## src/rtl/regfile.sv

```systemverilog
// Two-read, one-write register file with x0 hardwired to zero and synchronous active-low reset.
// Optional write-to-read forwarding is enabled by defining REGFILE_BYPASS_EN.
module regfile #(
    parameter int DATA_W = 32,
    parameter int ADDR_W = 5
) (
    input  logic              clk,
    input  logic              rst_n,
    input  logic              we,
    input  logic [ADDR_W-1:0] waddr,
    input  logic [DATA_W-1:0] wdata,
    input  logic [ADDR_W-1:0] raddr1,
    input  logic [ADDR_W-1:0] raddr2,
    output logic [DATA_W-1:0] rdata1,
    output logic [DATA_W-1:0] rdata2
);

    localparam int DEPTH = 2 ** ADDR_W;

    logic [DATA_W-1:0] regs_q [DEPTH];
    logic [DATA_W-1:0] regs_d [DEPTH];
    logic              wr_en;
    logic [DATA_W-1:0] stored1;
    logic [DATA_W-1:0] stored2;

    // x0 is never written, so it stays at its reset value of zero.
    assign wr_en = we && (waddr != '0);

    always_comb begin
        regs_d = regs_q;
        if (wr_en) begin
            regs_d[waddr] = wdata;
        end
    end

    always_ff @(posedge clk) begin
        if (!rst_n) begin
            for (int i = 0; i < DEPTH; i++) begin
                regs_q[i] <= '0;
            end
        end else begin
            regs_q <= regs_d;
        end
    end

    assign stored1 = (raddr1 == '0) ? '0 : regs_q[raddr1];
    assign stored2 = (raddr2 == '0) ? '0 : regs_q[raddr2];

`ifdef REGFILE_BYPASS_EN
    logic fwd1;
    logic fwd2;

    // Forward only when the write will actually land at the coming edge.
    assign fwd1   = wr_en && rst_n && (raddr1 == waddr);
    assign fwd2   = wr_en && rst_n && (raddr2 == waddr);
    assign rdata1 = fwd1 ? wdata : stored1;
    assign rdata2 = fwd2 ? wdata : stored2;
`else
    assign rdata1 = stored1;
    assign rdata2 = stored2;
`endif

endmodule

```

## config.mk

```make
export PLATFORM = sky130hd
export DESIGN_NAME = regfile
export DESIGN_NICKNAME = d
export VERILOG_FILES = /design/src/rtl/regfile.sv
export SDC_FILE = /design/constraint.sdc
export NUM_CORES = 2
export LEC_CHECK = 0
export ABC_AREA = 1
export BUFFER_PORTS_ARGS = -buffer_cell sky130_fd_sc_hd__buf_2
export CAP_MARGIN = 20
export CORE_MARGIN = 1
export CORE_UTILIZATION = 45
export DETAILED_ROUTE_END_ITERATION = 8
export PLACE_DENSITY = 0.64
export SETUP_SLACK_MARGIN = 0.02
export SLEW_MARGIN = 10
export SYNTH_ARGS = -nofsm -noshare
export SYNTH_HDL_FRONTEND = slang
export SYNTH_SLANG_ARGS = --single-unit
```

## constraint.sdc

```tcl
create_clock -name clk -period 2.1 [get_ports clk]
set_input_delay 0.105 -clock clk [delete_from_list [all_inputs] [get_ports clk]]
set_output_delay 0.105 -clock clk [all_outputs]
set_load 0.05 [all_outputs]
```

==> After elaboration in Yosys (flattened, before gate mapping) <==
Cells that the tools add are included.
{ "totals": {"regBits": 1024, "latch_bits": 0, "mem_bits_rw": 0, "romBits": 0, "input_bits": 50, "out_inout_bits": 64, "word_cells": 55, "mem_count": 0} }
{ "op_classes": {"addsub": 0, "multipliers": 0, "div_mod_pow": 0, "n_lt_le_gt_ge": 4, "eq_ne": 0, "shift": 0, "mux": 11, "n_bitwise": 3, "n_reduce_logical": 5} }
{ "ops": {"columns": ["cell", "n"], "rows": [
  ["1024-bit bitwise mux", 1],
  ["32-bit binary-select mux with 5-bit select", 2],
  ["32-bit two-way mux", 7],
  ["32-bit demux with 5-bit select", 1],
  ["6-bit greater-or-equal comparator (second input constant)", 3],
  ["5-bit inverter with 6-bit output", 3],
  ["5-bit logical NOT", 2],
  ["6-bit by 1-bit less-than comparator with 1-bit output (second input constant)", 1],
  ["5-bit nonzero test", 1],
  ["1-bit logical AND", 2]
]} }

==> Longest topological paths before layout <==
{ "depth": {"ltp_word": 6, "depth_mapped": 12, "depth_no_buf": 9} }

==> Worst setup path after synthesis <==
OpenSTA, ideal clock, no wires.
{ "synth_path": {"kind": "input to output", "startpoint": "input port raddr1[1]", "endpoint": "output port rdata1[10]", "arrival_ps": 1860, "setup_slack_ps": 135, "path_stages": 9, "n_path_buf": 3, "cell_sequence": "buf_2 > buf_1 > clkbuf_1 > o211ai_1 > nand3_1 > nand3_1 > nand2_1 > nand2_1 > nor2_1"} }
{ "synth_via": {"elab_chain_cells": 5, "elab_cells_between_ends": 6} }
{ "synth_rtl": {"columns": ["item", "line", "source"], "rows": [
  ["from (decl)", "12", "input logic [ADDR_W-1:0] raddr1,"],
  ["5-bit inverter with 6-bit output (implied by the code)", "46", "assign stored1 = (raddr1 == '0) ? '0 : regs_q[raddr1];"],
  ["32-bit binary-select mux with 5-bit select", "46", null],
  ["32-bit two-way mux (implied by the code) (2 in a row)", "46", null],
  ["32-bit two-way mux *", "46", null],
  ["to (decl)", "14", "output logic [DATA_W-1:0] rdata1,"]
]} }
Every way passes the cells marked *; elsewhere a longest branch is shown, timed or not. The select of a mux whose other input is x is not followed.

==> Final worst setup path <==
{ "layout_path": {"startpoint": "register regs_q[1023] (netlist name)", "endpoint": "output port rdata1[31]"} }
{ "layout_via": {"elab_chain_cells": 4} }
{ "layout_rtl": {"columns": ["item", "line", "source"], "rows": [
  ["from (decl)", "20", "logic [DATA_W-1:0] regs_q [DEPTH];"],
  ["from (signal assigned)", "42", "regs_q <= regs_d;"],
  ["32-bit binary-select mux with 5-bit select", "46", null],
  ["32-bit two-way mux (implied by the code) (2 in a row)", "46", null],
  ["32-bit two-way mux", "46", null]
]} }
No other way between the ends. The select of a mux whose other input is x is not followed.

==> results.env <==
WORST_SETUP_HOLD_PATH_CLK_SLEW_NS=0.06
CRITICAL-PATH-MAX-STAGE-DELAY_NS=0.36
REPORTED_LEAKAGE_POWER_uW=0.0269
TIMING.HOLD.WORST.CLASS='input port to register'
FINAL.SETUP_SKEW_NS=0
HOLD_PATH_DEPTH=4
CORE.ROWCOUNT=127
SYN_AREA_PER_CELL_SQ_UM=6.21
TIMING.SLEW.HEADROOM=0.404
CRITPATHSLOWESTCELL='sky130_fd_sc_hd__dfxtp_2'
FAILING_CHECKS='negative setup slack'
CLKSINKCOUNT=1024
YOSYS-TOP-CELLS-AREA='sky130_fd_sc_hd__dfxtp_1 (37%), sky130_fd_sc_hd__nand2_1 (14%), sky130_fd_sc_hd__o21ai_0 (12%), sky130_fd_sc_hd__nand3_1 (9.5%), sky130_fd_sc_hd__a21oi_1 (8.8%)'
GR-USAGE-ALL-LAYERS=0.383
GRT-OVFL-TOTAL=0
SETUP_TNS_NS=-4.26
SYNTH-XOR-AREA-SHARE=0
CTS_TREE='done'
IOS=114
POSTROUTEANTENNANETS=0
CHIPWIDTH_MICRONS=351
FINAL_HOLD_VIOL_COUNT=0
POSTROUTEWIRELENGTH_MICRONS=245000
SYNTH_SIMPLE_GATE_AREA_FRAC=0.326
SYNTH_COMPOUND_GATE_AREA_SHARE=0.217
INITIAL_CORE_UTIL=0.455
FMAX_GHz=0.437
CRITICAL_PATH.STARTPOINT_TYPE='register'
DETAILED_PLACE_HPWL_MICRONS=150000
CLKLATENCYLATEPIN_NS=0.72
DRC=0
YOSYS.AREA.TOP_TYPE='sky130_fd_sc_hd__dfxtp_1'
SYNTH.AREA.MUX_SHARE=0
RSZ_0062_RAISED_AFTER_GLOBAL_ROUTING='yes'
YOSYS_WARNINGS=0
LARGEST_REGISTER_BY_FLOP_COUNT='regs_q'
CRITPATHREQUIREDTIME_NS=2.00
SETUP.WORST_PATH.CLASS='register to primary output'
AREA_SHARE_OF_THE_LEADING_CELL_TYPE_IN_THE_SYNTHESIZED_NETLIST=0.375
SETUP-VIOLATIONS-FINAL=54
TIMING.CRITICAL_PATH.ARRIVAL_NS=2.19
MIN_PERIOD_NS=2.29
CTS_ROOT_BUF='sky130_fd_sc_hd__clkbuf_16'
CLOCK_PATH_BUFFERS=3
GRT_PASS1_WL_MICRONS=363000
MIN_DELAY_WORST_ENDPOINT='regs_q[273]'
PATH_CELLS='nor2_1 > nor2_1 > nand2_1 > a21oi_2 > nor2_2 > nand2_1 > nand2_2 > nor2_4 > buf_12'
DRT_PASS1_ITERATIONS=7
POST_SYNTH_NUM_CELL_TYPES=24
MAIN_COMBINATIONAL_CELL_FAMILY_BY_AREA_AFTER_SYNTHESIS='simple AND/OR/NAND/NOR gates'
FINAL_NETS=8728
TIMING.REG2REG.WORST_PATH_DEPTH=12
DIE_OUTLINE_AREA_SQ_UM=123000
ROUTE.DETAILED.VIAS_PER_INST=6.14
ROUTEDWLPERCELL_MICRONS=23.5
GP_ROUTABILITY_CONGESTION=0.964
YOSYS_REGISTER_BITS=1024
CTS_MADE_BUFFERS=117
SYNTH_FA_HA_AREA_FRAC=0
LARGEST_REG_FLOPS=1024
HOLD_PATH_STARTPOINT='we'
IR_DROP_mV=0.679
SYNTH_FP_NETS=8853
VIAS_IN_THE_FIRST_GLOBAL_ROUTE=57000
AREAGROWTHSYNTHTOFINISH_PCT=24.1
INITIALDRTVIOLATIONCOUNT=10100
FINAL_SETUP_MARGIN_NS=-0.190
WORST_SLEW_PIN_SLEW_NS=0.895
HTREE_LEVELS=3
GRT_START_MAX_NET_PINS=109
SYNTH_SEQUENTIAL_AREA_RATIO=0.375
GRT_ANTENNA_BEFORE_REPAIR=4
DRIVE_GT1_FRAC=0.197
CORE_AREA_SQ_UM=120000
POST_ROUTE_CELL_AREA_SQ_UM=67800
MAPPEDNETLISTAREA_SQ_UM=54700
DETAILED_PLACE.AREA_SQ_UM=60500
MIN_PERIOD_OVER_PERIOD=1.09
ROUTE.VIAS.TOTAL=63800
RESULT_OF_THE_RUN='complete, but fails checks'
POSTSYNTHCELLCOUNT=8803
DIE_Y_MICRONS=351
TIMING.CRITICAL_PATH.TO_TYPE='primary output'
POWER.DENSITY_CELL_AREA_nW_PER_UM2=740
SLEW_VIOL_FINAL=0
MAX_CAP_VIOLATIONS=0
WORST_R2R_ENDPOINT='regs_q[923]'
WORSTPATHMAXFANOUT=3
SETUP.REG_TO_REG.WORST_SLACK_NS=0.31
REG.LARGEST.LIST='regs_q: 1024 flops'
IO_BUFFER_COUNT=113
BEGINNING_OF_THE_WORST_REGISTER_TO_REGISTER_PATH='regs_q[923]'
-- synth_stat cells, drive strengths merged --
cell / n
o211ai: 60
nand3: 1042
dfxtp: 1024
nor3: 195
nor4: 4
a21oi: 956
nor2: 942
nand4: 7
buf: 237
inv: 290
clkbuf: 593
clkinv: 30
nand2: 2101
o21ai: 1322
-- stage by stage --
stage	setup slack, ns	power, uW	hold WS [ns]	cells	utilization
after floorplan	0.135	24100	0.296	8803	-
after global placement	-0.171	27700	0.427	10100	0.504
after detailed placement	-0.169	27700	0.431	10100	0.504
after CTS	-0.166	49700	0.00831	10400	0.555
after global routing	-0.266	51400	0.0839	10400	0.565
final	-0.190	50200	0.0257	10400	0.565
-- cells by family (layout without fill, tap and decap cells) --
| family | count (synthesis) | after routing |
|---|---|---|
| compound gates | 2338 | 2338 |
| buf+inv | 1150 | 1124 |
| flops | 1024 | 1024 |
| other cells | 0 | 4 |
| simple gates | 4291 | 4291 |
-- cell type report --
cell class              instances  area, sq um
fillers                     11500        52300
multi-input cells            6629        32100
flip-flops and latches       1024        21000
repair buffers                586         7340
clock buffers                 177         3560
well taps                    1612         2020
inverters                     320         1240
clock inverters                41          528
diodes                          4         10.0
-- layer usage --
| metal | vias up | GRT usage | share of wire |
|---|---|---|---|
| met3 | 735 | 0.103 | 0.14 |
| met4 | 2 | 0.162 | 0.042 |
| met5 | - | 0 | 0.000053 |
| met1 | 29400 | 0.526 | 0.40 |
| met2 | 4640 | 0.562 | 0.42 |
| li1 | 29000 | - | - |
-- power by group --
group          internal (uW)  switching, uW  total (uW)
clock                  13000           8970       21900
sequential             19700            178       19900
combinational           2710           5690        8400
-- worst max-delay path: cells and delay by family (launching register included) --
kind	cells	cell delay [ns]
AOI/OAI and AO/OA	1	0.15
buffers and inverters	1	0.18
DFF	1	0.36
and+or+nand+nor	7	0.78
-- worst max path at each step --
stage               cells after the start    endpoint  slack [ns]          from
floorplan                               9  rdata1[10]        0.14     raddr1[1]
global placement                       12  rdata1[31]       -0.17     raddr1[0]
detailed placement                     11  rdata1[31]       -0.17     raddr1[0]
CTS                                     9  rdata1[31]       -0.17  regs_q[1023]
global route                            9  rdata1[31]       -0.27  regs_q[1023]
finish                                  9  rdata1[31]       -0.19  regs_q[1023]
-- what timing repair did --
action,CTS,global route
endpoints found under the hold margin,406,0
gates cloned,0,0
setup buffers,23,6
gates resized for setup,760,454
hold buffers,33,0
pin swaps,237,258
setup endpoints to repair,64,64
-- placed cells by master, fill, tap and decap left out, types with 2 or more instances in the layout --
| cell type | instances |
|---|---|
| sky130_fd_sc_hd__a21oi_1 | 904 |
| sky130_fd_sc_hd__a21oi_2 | 52 |
| sky130_fd_sc_hd__buf_12 | 223 |
| sky130_fd_sc_hd__buf_2 | 40 |
| sky130_fd_sc_hd__buf_4 | 254 |
| sky130_fd_sc_hd__buf_6 | 26 |
| sky130_fd_sc_hd__buf_8 | 10 |
| sky130_fd_sc_hd__bufinv_16 | 11 |
| sky130_fd_sc_hd__clkbuf_1 | 23 |
| sky130_fd_sc_hd__clkbuf_16 | 120 |
| sky130_fd_sc_hd__clkbuf_8 | 34 |
| sky130_fd_sc_hd__clkinv_1 | 29 |
| sky130_fd_sc_hd__clkinv_2 | 24 |
| sky130_fd_sc_hd__clkinv_4 | 2 |
| sky130_fd_sc_hd__clkinvlp_4 | 4 |
| sky130_fd_sc_hd__dfxtp_1 | 594 |
| sky130_fd_sc_hd__dfxtp_2 | 429 |
| sky130_fd_sc_hd__diode_2 | 4 |
| sky130_fd_sc_hd__dlygate4sd3_1 | 33 |
| sky130_fd_sc_hd__inv_1 | 259 |
| sky130_fd_sc_hd__inv_2 | 23 |
| sky130_fd_sc_hd__inv_6 | 2 |
| sky130_fd_sc_hd__inv_8 | 4 |
| sky130_fd_sc_hd__nand2_1 | 1941 |
| sky130_fd_sc_hd__nand2_2 | 123 |
| sky130_fd_sc_hd__nand2_4 | 36 |
| sky130_fd_sc_hd__nand3_1 | 960 |
| sky130_fd_sc_hd__nand3_2 | 80 |
| sky130_fd_sc_hd__nand3_4 | 2 |
| sky130_fd_sc_hd__nand4_1 | 6 |
| sky130_fd_sc_hd__nor2_1 | 729 |
| sky130_fd_sc_hd__nor2_2 | 72 |
| sky130_fd_sc_hd__nor2_4 | 141 |
| sky130_fd_sc_hd__nor3_1 | 193 |
| sky130_fd_sc_hd__nor3_2 | 2 |
| sky130_fd_sc_hd__nor4_4 | 4 |
| sky130_fd_sc_hd__o211ai_1 | 60 |
| sky130_fd_sc_hd__o21ai_0 | 1197 |
| sky130_fd_sc_hd__o21ai_1 | 117 |
| sky130_fd_sc_hd__o21ai_2 | 8 |
No activity file was read; power rests on OpenSTA's default activity.
